`src/rtl/cpu_status_flags_pkg.sv`:
```
// Shared 6502 CPU definitions: processor status (P) bit positions and flag storage type.
package cpu_status_flags_pkg;

  localparam int unsigned P_W = 8;
  localparam int unsigned P_C = 0;
  localparam int unsigned P_Z = 1;
  localparam int unsigned P_I = 2;
  localparam int unsigned P_D = 3;
  localparam int unsigned P_B = 4;
  localparam int unsigned P_5 = 5;
  localparam int unsigned P_V = 6;
  localparam int unsigned P_N = 7;

  typedef struct packed {
    logic n;
    logic v;
    logic d;
    logic i;
    logic z;
    logic c;
  } flags_t;

  // Assemble the architectural P byte; B and bit 5 are not stored state.
  function automatic logic [P_W-1:0] pack_p(input flags_t f, input logic p5, input logic b);
    logic [P_W-1:0] p;
    p      = '0;
    p[P_N] = f.n;
    p[P_V] = f.v;
    p[P_5] = p5;
    p[P_B] = b;
    p[P_D] = f.d;
    p[P_I] = f.i;
    p[P_Z] = f.z;
    p[P_C] = f.c;
    return p;
  endfunction

endpackage

```
`src/rtl/cpu_status_flags_int_poll.sv`:
```
// Interrupt poll: NMI falling-edge latch, IRQ masking and request hold until acknowledge.
module cpu_int_poll (
  input  logic clk,
  input  logic rst,
  input  logic instr_done,
  input  logic int_ack,
  input  logic irq_n,
  input  logic nmi_n,
  input  logic flag_i,
  output logic int_req,
  output logic int_is_nmi
);

  logic nmi_prev;
  logic nmi_pending;
  logic nmi_fall;
  logic pending_d;
  logic req_d;
  logic is_nmi_d;

  assign nmi_fall = nmi_prev & ~nmi_n;

  // A fresh edge in the acknowledge cycle must survive the clear.
  always_comb begin
    pending_d = nmi_pending;
    if (nmi_fall) begin
      pending_d = 1'b1;
    end else if (int_ack && int_is_nmi) begin
      pending_d = 1'b0;
    end
  end

  // flag_i is the registered I, so the poll sees the pre-update value.
  always_comb begin
    req_d    = int_req;
    is_nmi_d = int_is_nmi;
    if (int_ack) begin
      req_d    = 1'b0;
      is_nmi_d = 1'b0;
    end else if (instr_done && !int_req) begin
      if (nmi_pending) begin
        req_d    = 1'b1;
        is_nmi_d = 1'b1;
      end else if (!irq_n && !flag_i) begin
        req_d    = 1'b1;
        is_nmi_d = 1'b0;
      end
    end
  end

  always_ff @(posedge clk or posedge rst) begin
    if (rst) begin
      nmi_prev    <= 1'b1;
      nmi_pending <= 1'b0;
      int_req     <= 1'b0;
      int_is_nmi  <= 1'b0;
    end else begin
      nmi_prev    <= nmi_n;
      nmi_pending <= pending_d;
      int_req     <= req_d;
      int_is_nmi  <= is_nmi_d;
    end
  end

endmodule

```
`src/rtl/cpu_status_flags.sv`:
```
// 6502 processor status register: ALU flag capture, PLP/BIT loads, explicit flag ops, interrupt poll.
module cpu_status_flags
  import cpu_status_flags_pkg::*;
#(
  parameter logic RESET_D  = 1'b0,
  parameter logic RESET_P5 = 1'b1
) (
  input  logic           clk,
  input  logic           rst,
  input  logic           alu_neg,
  input  logic           alu_ov,
  input  logic           alu_zero,
  input  logic           alu_carry,
  input  logic           upd_nz,
  input  logic           upd_c,
  input  logic           upd_v,
  input  logic           bit_load,
  input  logic           set_c,
  input  logic           clr_c,
  input  logic           set_i,
  input  logic           clr_i,
  input  logic           set_d,
  input  logic           clr_d,
  input  logic           clr_v,
  input  logic           load_p,
  input  logic [P_W-1:0] data_in,
  input  logic           push_brk,
  input  logic           instr_done,
  input  logic           int_ack,
  input  logic           irq_n,
  input  logic           nmi_n,
  output logic [P_W-1:0] p_out,
  output logic           flag_c,
  output logic           flag_d,
  output logic           int_req,
  output logic           int_is_nmi
);

  flags_t     f_q;
  flags_t     f_d;
  logic [1:0] unused_data_bits;

  // PLP/RTI ignore the B and bit-5 positions of the pulled byte.
  assign unused_data_bits = data_in[P_5:P_B];

  // Per-flag priority: interrupt entry, then pull, then explicit ops, then BIT, then ALU.
  always_comb begin
    f_d = f_q;
    if (int_ack) begin
      f_d.i = 1'b1;
    end else if (load_p) begin
      f_d.n = data_in[P_N];
      f_d.v = data_in[P_V];
      f_d.d = data_in[P_D];
      f_d.i = data_in[P_I];
      f_d.z = data_in[P_Z];
      f_d.c = data_in[P_C];
    end else begin
      if (set_c)      f_d.c = 1'b1;
      else if (clr_c) f_d.c = 1'b0;
      else if (upd_c) f_d.c = alu_carry;

      if (set_i)      f_d.i = 1'b1;
      else if (clr_i) f_d.i = 1'b0;

      if (set_d)      f_d.d = 1'b1;
      else if (clr_d) f_d.d = 1'b0;

      if (clr_v)         f_d.v = 1'b0;
      else if (bit_load) f_d.v = data_in[P_V];
      else if (upd_v)    f_d.v = alu_ov;

      if (bit_load) begin
        f_d.n = data_in[P_N];
        f_d.z = alu_zero;
      end else if (upd_nz) begin
        f_d.n = alu_neg;
        f_d.z = alu_zero;
      end
    end
  end

  always_ff @(posedge clk or posedge rst) begin
    if (rst) begin
      f_q   <= '0;
      f_q.i <= 1'b1;
      f_q.d <= RESET_D;
    end else begin
      f_q   <= f_d;
    end
  end

  assign p_out  = pack_p(f_q, RESET_P5, push_brk);
  assign flag_c = f_q.c;
  assign flag_d = f_q.d;

  cpu_int_poll u_int_poll (
    .clk        (clk),
    .rst        (rst),
    .instr_done (instr_done),
    .int_ack    (int_ack),
    .irq_n      (irq_n),
    .nmi_n      (nmi_n),
    .flag_i     (f_q.i),
    .int_req    (int_req),
    .int_is_nmi (int_is_nmi)
  );

endmodule

```
`config.mk`:
```
export PLATFORM = sky130hd
export DESIGN_NAME = cpu_status_flags
export DESIGN_NICKNAME = d
export VERILOG_FILES = /design/src/rtl/cpu_status_flags_pkg.sv /design/src/rtl/cpu_status_flags_int_poll.sv /design/src/rtl/cpu_status_flags.sv
export SDC_FILE = /design/constraint.sdc
export NUM_CORES = 1
export LEC_CHECK = 0
export ABC_AREA = 1
export CORE_MARGIN = 5
export CORE_UTILIZATION = 34
export CTS_BUF_LIST = sky130_fd_sc_hd__clkbuf_4
export DETAILED_ROUTE_END_ITERATION = 10
export GPL_ROUTABILITY_DRIVEN = 1
export MAX_ROUTING_LAYER = met4
export PLACE_DENSITY = 0.81
export SLEW_MARGIN = 20
export SYNTH_ARGS = -nofsm -noshare
export SYNTH_HDL_FRONTEND = slang
export SYNTH_SLANG_ARGS = --single-unit
```
`constraint.sdc`:
```
create_clock -name clk -period 1 [get_ports clk]
set_input_delay 0.1 -clock clk [delete_from_list [all_inputs] [get_ports clk]]
set_output_delay 0.1 -clock clk [all_outputs]
set_load 0.05 [all_outputs]
```
Word-level counts from Yosys, hierarchy flattened
Index checks and enable logic that the tools add are counted.

Multiplexer cells: 26. Bitwise operators: 3. Reductions and logical operators: 19.

Operator list (count): $mux 1 (25); $reduce_bool 4->1 (3); $reduce_and 2->1 (5); $reduce_bool 3->1 (3); $mux 6 (1); $reduce_bool 2->1 (2); $logic_and 1x1->1 (3); $logic_not 1->1 (3); $not 1->1 (2); $and 1x1->1 (1).

Flip-flop bits (word level): 10.

Depth between registers and ports, before layout
Depth after elaboration: 6. Depth in mapped cells: 6. Depth with buffers taken out: 6.

Hierarchy
Synthesis repeated with hierarchy kept, for this count alone.

Cells, all modules: 96. Area, all modules: 629.4 µm².

Modules (own cells, without submodules): cpu_status_flags (instances 1, cells each 70, area each 441.7 µm²); cpu_int_poll (instances 1, cells each 26, area each 187.7 µm²).

Least setup slack after synthesis
No wires, ideal clock.

Kind: register to register. From: reg u_int_poll.int_req. To: reg u_int_poll.int_is_nmi. Library setup time: 0.077 ns. Data arrival time: 0.986 ns. Path slack: -0.064 ns. Cell stages (with the launch flop): 5. Period minus slack after synthesis: 1.064 ns. Path through: dfrtp_1 -> nor2_1 -> nand2_1 -> nand2_1 -> a21oi_1.

Cells in the longest elaborated chain, start to end: 4.

Ends and longest elaborated chain: start, declared (line cpu_status_flags_int_poll.sv:10) `output logic int_req,`; start signal, assigned (line cpu_status_flags_int_poll.sv:60) `int_req <= req_d;`; $logic_not 1->1 (line cpu_status_flags_int_poll.sv:40) `end else if (instr_done && !int_req) begin`; $logic_and 1x1->1 (line cpu_status_flags_int_poll.sv:40); $reduce_bool 2->1 (no line); $reduce_and 2->1 (no line); end signal, assigned (line cpu_status_flags_int_poll.sv:61) `int_is_nmi <= is_nmi_d;`; end, declared (line cpu_status_flags_int_poll.sv:11) `output logic int_is_nmi`.

Every way passes these cells. A chain may end at the register's enable or synchronous reset.

Worst setup path after layout
From: reg f_q, in the netlist p_out[2]. To: out p_out[2].

RTL lines: start, declared (line cpu_status_flags.sv:39) `flags_t f_q;`; end, declared (line cpu_status_flags.sv:32) `output logic [P_W-1:0] p_out,`.

No word-level cell between the ends.

==> metrics.yaml <==
synthesis:
  yosysTopAreaCell: "dfrtp_1"
  syn_inst: 80
  yosys.cell_types.count: 11
  netlist_top_cells_area: "dfrtp_1 36%, nand2_1 17%, dfstp_2 9.4%"
  synth.ff_latch_count: 10
  synth_sequential_area_ratio: 0.450
  synth_top_area_share: 0.356
  synth_nets: 111
  syn_avg_cell_area_sq_um: 7.02
  netlist_area_sq_um: 562
  ys_warn_count: 0
pwr:
  swShare: 0.344
  ir_drop_mv: 0.800
  clockPowerShare: 0.195
  power_density_nw_per_um2: 1290
  comb_power_share: 0.437
  leakage_nw: 0.527
  power.internal_mw: 0.913
  p_sw_mw: 0.478
  seq_power_share: 0.368
timing:
  drv_slew: 0
  finalCritPeriodShare: 1.06
  skew_ns: 0.00658
  grt_setup_unrepaired: "true"
  final-setup-viol-count: 2
  setup_slack_ns: -0.0570
  hold_viol: 0
  fin_crit_ns: 1.06
  fmax_mhz: 946
finish:
  post-route-util: 0.700
  diodes: 0
  drive_gt1_frac: 0.210
  synthToLayoutAreaGrowth_pct: 92.0
  final_nets: 152
route:
  wire_per_inst_um: 12.7
  wirelength_mm: 1.71
  first_iter_violations: 10
  drt-pass1-iter-count: 3
  antenna_left: 0
  drcViolationCount: 0
  viasPerCell: 4.55
  via_count: 614
cts:
  htree_levels: 1
  cts_buffer_depth: 2
  cts.clk_slew.worst_paths_ns: 0.07
  numCtsBuffers: 3
  cts.sinks: 10
  clk_latency_ns: 0.26
  cts_root_buf: "clkbuf_4"
  cts_tree: "yes"
worst_setup_path:
  cp_slowest_stage_delay_ns: 0.56
  reg2reg_slack_ns: -0.04
  path_depth: 1
  r2r-start: "p_out[2]"
  reg2reg_to: "u_int_poll.int_is_nmi"
  path_delay_family: "flip-flops"
  worst-endpoint-required_ns: 0.90
  cp_data_arrival_time_ns: 0.96
  cp-end-kind: "output pin"
  ff2ff_path_depth: 5
  worstPathCellList: "buf_12"
  criticalPathCategory: "reg -> out"
  slowest_stage: "dfstp_2"
  endpoint: "p_out[2]"
  path_buf_inv: 1
  worstPathMaxFanout: 2
  crit_path_start_kind: "register"
  startpoint: "p_out[2]"
place:
  io_buffers: 37
  finalWeightedCongestion: 0.809
  dp_slack_ns: -0.247
  dp_hpwl_mm: 1.41
floorplan:
  num_rows: 14
  dieArea_sq_um: 2570
  die_w_um: 50.7
  die_h_um: 50.7
  core_sq_um: 1540
  initial_core_util: 0.364
  pin_count: 43
worst_hold_path:
  hp-class: "in -> async"
global_route:
  grt_pass1_vias: 631
  grt_max_degree: 11
  antenna_found_initial: 0
  grt_pass1_wl_mm: 2.67
  grt-ovfl-total: 0
  grt_usage: 0.145
status:
  status: "finished, violations left"
  violations: "negative setup slack"
flow_run:
  maxCapViolations: 0
[how the worst min path moves through the flow]
| stage | startpoint | end | slack, ns |
|---|---|---|---|
| 5_1_grt | rst | p_out[7] | 0.15 |
| 6_report | rst | p_out[7] | 0.13 |
| 4_1_cts | rst | p_out[7] | 0.13 |
| 3_5_place_dp | push_brk | p_out[4] | 0.20 |
| 2_1_floorplan | rst | flag_d | -0.06 |
| 3_3_place_gp | push_brk | p_out[4] | 0.20 |
[registers in the layout, indices dropped and copies added, names as in the netlist]
| register | count |
|---|---|
| u_int_poll.int_is_nmi | 1 |
| u_int_poll.nmi_prev | 1 |
| u_int_poll.int_req | 1 |
| flag_d | 1 |
| u_int_poll.nmi_pending | 1 |
| flag_c | 1 |
| p_out | 4 |
[layout by cell type (no fill, tap or decap)]
master	instances
a21oi_1	4
a21oi_2	1
buf_12	10
buf_4	4
clkbuf_4	3
clkdlybuf4s50_1	26
conb_1	1
dfrtp_1	5
dfrtp_2	3
dfstp_2	2
dlymetal6s2s_1	1
inv_1	12
nand2_1	26
nor2_1	9
nor2_2	1
nor2_4	1
o21ai_0	9
o21ai_1	1
[synth_stat cells]
cell	number
nand2_1	26
inv_1	12
o21ai_0	10
nor2_1	9
dfrtp_1	8
buf_4	5
a21oi_1	4
dfstp_2	2
nor2_2	2
a21oi_2	1
conb_1	1
[area by class of cell]
class	instances	area (sq um)
Timing Repair Buffer	41	503
Inverter	12	45.0
Fill cell	113	463
Tap cell	16	20.0
Multi-Input combinational cell	53	231
Sequential cell	10	256
Clock buffer	3	22.5
[worst register-to-register path, delay by kind of cell, from the launching register on]
kind                   cells  cell delay (ns)
AOI/OAI and AO/OA          1             0.12
DFF                        1             0.56
buffers and inverters      1             0.11
and+or+nand+nor            3             0.17
[power groups by stage]
stage | sequential [mW] | combinational (mW) | clock, mW
after floorplan | 0.608 | 0.177 | 0
after global placement | 0.517 | 0.595 | 0
after detailed placement | 0.517 | 0.604 | 0
after CTS | 0.510 | 0.610 | 0.284
after global routing | 0.517 | 0.639 | 0.314
final | 0.512 | 0.608 | 0.271
[per-stage QoR]
step	hold slack, ns	area, sq um	setup TNS (ns)	power, mW	instances
after global placement	0.200	1040	-1.20	1.11	131
final	0.127	1080	-0.0951	1.39	135
after detailed placement	0.200	1040	-1.43	1.12	131
after floorplan	-0.0614	564	0	0.785	80
after global routing	0.146	1080	-0.197	1.47	135
after CTS	0.134	1070	-0.0911	1.40	135
[logic make-up after synthesis]
logic type             count (synthesis)  share of synthesized area
AOI/OAI and AO/OA                     15                      0.140
DFF                                   10                      0.450
and+or+nand+nor                       37                      0.256
buffers and inverters                 17                      0.147
other                                  1                    0.00668
[per-layer routing]
metal / routed length, um / track usage / share of wire
met5: 0 / - / 0
met1: 791 / 0.172 / 0.46
met2: 763 / 0.207 / 0.45
met4: 12 / 0.0638 / 0.0070
met3: 145 / 0.0680 / 0.085
[repair_timing]
| item | 4_1_cts | 5_1_grt |
|---|---|---|
| buffers inserted | 1 | 0 |
| pin swaps | 0 | 0 |
| resized for setup | 0 | 4 |
| setup endpoints to repair | 1 | 10 |
| hold buffers | 0 | 0 |
No activity file was read; power rests on OpenSTA's default activity.
==> patch 1 (same settings) <==
`RESET_D`: 1'b0 -> 1'b1.
--- a/src/rtl/cpu_status_flags.sv
+++ b/src/rtl/cpu_status_flags.sv
@@ -2,7 +2,7 @@
 module cpu_status_flags
   import cpu_status_flags_pkg::*;
 #(
-  parameter logic RESET_D  = 1'b0,
+  parameter logic RESET_D  = 1'b1,
   parameter logic RESET_P5 = 1'b1
 ) (
   input  logic           clk,
Behaviour: not the same (a bounded check fails within 4 cycles, from zero or initial values and one cycle with rst high).
==> patch 1 against the unedited design <==
The run still ends with setup timing left; routed wire length is 2.7% lower; power rose by 1.1%; register-to-register slack improved by 0.09 ns; sequential cell count unchanged; design area down 0.70%; synthesized area grew 0.22%; synthesized cell count unchanged; setup slack worse by 0.045 ns.
==> patch 1: results (changes against the unedited design) <==
Pwr
  • Switch Pwr: 0.4890 mW (+2.3%)
  • Pleak: 0.5189 nW (-1.5%)
  • Peak VDD IR: 0.8748 mV (+9.3%)

Global route
  • Initial antenna violation count: 0 (unchanged)
  • Largest net degree at the start of global routing: 11 (unchanged)
  • GRT Util Overall: 13.84% (-0.64 points)
  • Grt total ovfl: 0 (unchanged)
  • First-pass GRT wire length: 2642 µm (-1.0%)
  • Vias in the first global route: 627 (-0.63%)

Yosys
  • Syn. warnings: 0 (unchanged)
  • Syn_nets: 111 (unchanged)
  • Synth cell count leaders: nand2_1, inv_1, o21ai_0, nor2_1, dfrtp_1
  • Share of flip-flops with an asynchronous set or reset: 100.0% (unchanged)
  • Sequential-to-total area share from yosys stat: 45.11% (+0.12 points)
  • Synth Flop Type: dfrtp_1
  • Cell variety after synth: 11 (unchanged)
  • Synth area leaders: dfrtp_1, nand2_1, dfstp_2
  • Syn Inst Count: 80 (unchanged)

Placed design
  • Dpl cell area: 1033 µm² (-0.60%)
  • Pre-CTS setup slack: -0.2989 ns (-0.05163 ns)
  • Dpl cells: 130 (-0.76%)
  • GP Congestion: 0.7451 (-7.9%)
  • Placed wire-length estimate: 1403 µm (-0.69%)

Finish
  • Fillers: 112 (-0.88%)
  • Max FFs per register: 4 (unchanged)
  • Non-Filler Instances: 134 (-0.74%)
  • # diodes: 0 (unchanged)
  • Nets: 150 (-1.3%)
  • Share of layout cells above drive strength 1: 20.34% (-0.67 points)

Worst setup path
  • Reg2reg path depth: 4 (-1)
  • Crit-path slowest cell: dfstp_2
  • Delay-heaviest family, CP: flip-flops
  • Worst EP arrival: 1.00 ns (+0.04 ns)
  • Slowest stage delay, CP: 0.59 ns (+0.03 ns)
  • Critical Path Fanout Max: 3 (+1)

CTS
  • Clk root buf: clkbuf_4
  • Clk buf depth: 2 (unchanged)
  • Clock latency on the worst-skew pair: 0.26 ns (about the same)
  • H-tree depth: 1 (unchanged)
  • Setup Buffers After CTS: 0 (-1)
  • Inserted Clock Buffers: 3 (unchanged)
  • CTS resizes: 1 (+1)

Timing
  • Worst Clk Skew: 0.0003340 ns (-0.006245 ns)
  • Final WS setup: -0.1024 ns (-0.04538 ns)
  • # setup viols final: 3 (+1)

Drt
  • Routed met3 length: 143 µm (-1.4%)
  • Met2 WL: 774 µm (+1.4%)
  • Uppermost layer routed: met4
  • DR pass1 iterations: 4 (+1)
  • Met1 wire length: 740 µm (-6.4%)
  • WL/cell: 12.44 µm (-2.0%)
  • Initial drt markers: 10 (unchanged)

Outcome
  • Status: complete, but fails checks
  • Failing checks: setup timing
==> patch 1: cell count changes after synthesis <==
cell | unedited run | this run
dfrtp_1 | 8 | 7
dfstp_2 | 2 | 3
==> patch 1: kinds of logic (layout without fill, tap and decap cells) <==
kind of cell / after synthesis / count (layout) / synth area share, %
other: 1 / 1 / 0.6660
AO/OA/AOI/OAI: 15 / 15 / 14.00
buffers and inverters: 17 / 55 / 14.67
flip-flops: 10 / 10 / 45.11
AND/OR/NAND/NOR: 37 / 37 / 25.55
==> patch 1: power groups by stage <==
stage / registers [mW] / clock network (mW) / logic [mW]
detailed placement: 0.522 / 0 / 0.603
finish: 0.515 / 0.286 / 0.605
CTS: 0.515 / 0.297 / 0.607
floorplan: 0.614 / 0 / 0.180
global route: 0.520 / 0.312 / 0.638
global placement: 0.521 / 0 / 0.593
==> patch 1: worst paths after layout <==
| check | startpoint | to | slack [ns] |
|---|---|---|---|
| min | rst | p_out[1]$_DFFE_PP0P_ | 0.11 |
| max reg2reg | p_out[2]$_DFFE_PP1P_ | u_int_poll.int_is_nmi$_DFFE_PP0P_ | 0.05 |
| max | flag_d$_DFFE_PP1P_ | p_out[3] | -0.10 |
| max in group asynchronous | rst | flag_d$_DFFE_PP1P_ | 0.59 |
| min reg2reg | u_int_poll.nmi_prev$_DFF_PP1_ | u_int_poll.nmi_pending$_DFFE_PP0P_ | 0.50 |
| min in group clk | push_brk | p_out[4] | 0.20 |
==> patch 1: per-layer routing <==
layer / track usage [%] / vias to the layer above
met5: - / -
met2: 21.28 / 31
met1: 17.15 / 268
met3: 3.846 / 2
met4: 5.106 / 0
li1: - / 313
==> patch 1: stage by stage <==
stage | total power, mW | hold slack (ns) | setup TNS (ns)
2_1_floorplan | 0.7941 | -0.06210 | 0
3_3_place_gp | 1.114 | 0.2004 | -1.205
3_5_place_dp | 1.125 | 0.2004 | -1.535
4_1_cts | 1.419 | 0.1209 | -0.2964
5_1_grt | 1.470 | 0.1385 | -0.3274
6_report | 1.407 | 0.1073 | -0.2755
==> patch 1: layout make-up <==
class	count	area [µm²]	share of cell area, %
sequential	10	256.5	23.95
inverter	12	45.04	4.206
clock inverter	1	3.754	0.3505
clock buffer	3	22.52	2.103
timing repair buffer	39	488.0	45.56
tap	16	20.02	1.869
multi-input combinational	53	235.2	21.96
==> patch 2 (same settings) <==
Made on the original files. Reset style: synchronous (`rst`), changed in 2 clocked blocks.
--- a/src/rtl/cpu_status_flags_int_poll.sv
+++ b/src/rtl/cpu_status_flags_int_poll.sv
@@ -48,7 +48,7 @@
     end
   end
 
-  always_ff @(posedge clk or posedge rst) begin
+  always_ff @(posedge clk) begin
     if (rst) begin
       nmi_prev    <= 1'b1;
       nmi_pending <= 1'b0;
--- a/src/rtl/cpu_status_flags.sv
+++ b/src/rtl/cpu_status_flags.sv
@@ -80,7 +80,7 @@
     end
   end
 
-  always_ff @(posedge clk or posedge rst) begin
+  always_ff @(posedge clk) begin
     if (rst) begin
       f_q   <= '0;
       f_q.i <= 1'b1;
Check against the original RTL: differs if rst is asserted again (counterexample within 4 cycles, from zero or initial values and one cycle with rst high); with rst held inactive, the same outputs for 10 cycles.
==> patch 2 against the unedited design <==
Synthesized area is 1.1% higher; routed wire length is 3.0% lower; first-iteration DRC count is 50% lower; clock skew is 0.0061 ns lower; sequential cell count stayed put; utilization is 0.57 points lower; design area is 0.81% lower; via count is 8.6% higher; critical path depth stayed put; power is 16% lower; highest routed layer unchanged; setup slack better by 0.14 ns; sequential power is 11% lower.
==> patch 2: results (changes against the unedited design) <==
Global route
  • Initial antenna violation count: 0 (unchanged)
  • GRT Util Overall: 13.31% (-1.2 points)
  • First-pass GRT wire length: 2573 µm (-3.6%)
  • Grt total ovfl: 0 (unchanged)
  • Largest net degree at the start of global routing: 7 (-4)
  • Vias in the first global route: 612 (-3.0%)

Worst setup path
  • Crit-path slowest cell: dfxtp_1
  • Reg2reg path depth: 4 (-1)
  • Slowest stage delay, CP: 0.40 ns (-0.16 ns)
  • Worst EP arrival: 0.81 ns (-0.15 ns)
  • Critical Path Fanout Max: 3 (+1)
  • Reg2reg end: u_int_poll.int_is_nmi$_SDFFE_PP0P_
  • Delay-heaviest family, CP: flip-flops
  • Reg2reg setup slack: 0.16 ns (+0.20 ns)
  • R2R Path Start: p_out[2]$_SDFFE_PP1P_

CTS
  • Clock latency on the worst-skew pair: 0.26 ns (about the same)
  • Inserted Clock Buffers: 3 (unchanged)
  • CTS clk-pin slew, worst paths: 0.07 ns (about the same)
  • Setup Buffers After CTS: 0 (-1)
  • Clk root buf: clkbuf_4

Min path
  • Worst hold start: push_brk
  • Hold EP: p_out[4]
  • Hold Crit Class: input port to primary output
  • Hold Path Cell Cnt: 0

Yosys
  • Mux share of post-synthesis cell area: 0% (unchanged)
  • Fraction of the mapped netlist area in adder cells: 0% (unchanged)
  • Syn_nets: 125 (+13%)
  • Xor/xnor share of the synthesized area: 0% (unchanged)
  • Cell variety after synth: 15 (+4)
  • Sequential-to-total area share from yosys stat: 35.24% (-9.7 points)
  • Synth Flop Type: dfxtp_1
  • Synth cell count leaders: nand2_1, inv_1, nor2_1, dfxtp_1, nand3_1
  • Synth area leaders: dfxtp_1, nand2_1, inv_1
  • Complex-gate fraction of the synthesized area: 9.912% (-4.1 points)
  • Share of flip-flops with an asynchronous set or reset: 0% (-100 points)

Finish
  • # diodes: 0 (unchanged)
  • Fillers: 111 (-1.8%)
  • Nets: 164 (+7.9%)
  • Share of layout cells above drive strength 1: 17.42% (-3.6 points)

Placed design
  • Pre-CTS setup slack: -0.3032 ns (-0.05591 ns)
  • I/O Buffers: 37 (unchanged)
  • Placed wire-length estimate: 1412 µm (about the same)
  • GP Congestion: 0.7546 (-6.7%)

Outcome
  • Status: complete, no violations

Drt
  • Via count of the routed design: 667 (+8.6%)
  • Initial drt markers: 5 (-5)
  • DR pass1 iterations: 4 (+1)
  • WL/cell: 11.23 µm (-11%)

Timing
  • Hold WS: 0.2005 ns (+0.07387 ns)
  • Worst Clk Skew: 0.0004547 ns (-0.006124 ns)

Pwr
  • Pleak: 0.5148 nW (-2.3%)
  • Peak VDD IR: 0.6643 mV (-17%)
[patch 2: through the flow]
stage / std cells / total power [mW] / TNS (ns)
floorplan: 94 / 0.6623 / 0
global placement: 144 / 0.8858 / -1.132
detailed placement: 144 / 0.8918 / -1.381
CTS: 148 / 1.180 / 0
global route: 148 / 1.243 / 0
finish: 148 / 1.162 / 0
[patch 2: kinds of logic (layout without fill, tap and decap cells)]
logic type / Yosys count / count (layout)
flops: 10 / 10
buf+inv: 23 / 61
compound gates: 10 / 10
other cells: 1 / 1
simple gates: 50 / 50
[patch 2: worst max-delay path by stage]
stage,endpoint,startpoint,depth (start not counted),slack [ns]
detailed placement,p_out[7]$_SDFFE_PP0P_,load_p,7,-0.30
finish,int_is_nmi,u_int_poll.int_is_nmi$_SDFFE_PP0P_,1,0.09
CTS,int_is_nmi,u_int_poll.int_is_nmi$_SDFFE_PP0P_,1,0.07
floorplan,u_int_poll.nmi_pending$_SDFFE_PP0P_,u_int_poll.int_is_nmi$_SDFFE_PP0P_,3,0.04
global route,p_out[7]$_SDFFE_PP0P_,bit_load,7,0.01
global placement,p_out[7]$_SDFFE_PP0P_,load_p,7,-0.23
[patch 2: timing repair]
action / 4_1_cts / 5_1_grt
setup endpoints to repair: 2 / 2
pin swaps: 1 / 0
resized for setup: 1 / 1
[patch 2: where the power goes]
part	internal (mW)	total (mW)	leakage [nW]	switching [mW]
sequential	0.426	0.455	0.0837	0.0292
combinational	0.230	0.428	0.416	0.197
clock	0.144	0.279	0.0154	0.135
[patch 2: final cells by class]
type | count | area [µm²] | share of cell area, %
Clock inverter | 1 | 3.754 | 0.3509
Sequential cell | 10 | 203.9 | 19.06
Inverter | 18 | 67.56 | 6.316
Tap cell | 16 | 20.02 | 1.871
Timing Repair Buffer | 39 | 484.2 | 45.26
Multi-Input combinational cell | 61 | 267.8 | 25.03
Clock buffer | 3 | 22.52 | 2.105
[patch 2: worst register-to-register path: cells and delay by family, from the launching register on]
kind	cells	cell delay (ns)
simple gates	2	0.15
flops	1	0.34
compound gates	2	0.24
[patch 2: metal layers]
| layer | global-route usage, % | part of all wire, % |
|---|---|---|
| met3 | 2.616 | 9.6 |
| met5 | - | 0 |
| met4 | 6.383 | 0.48 |
| met1 | 15.34 | 41 |
| met2 | 21.90 | 49 |
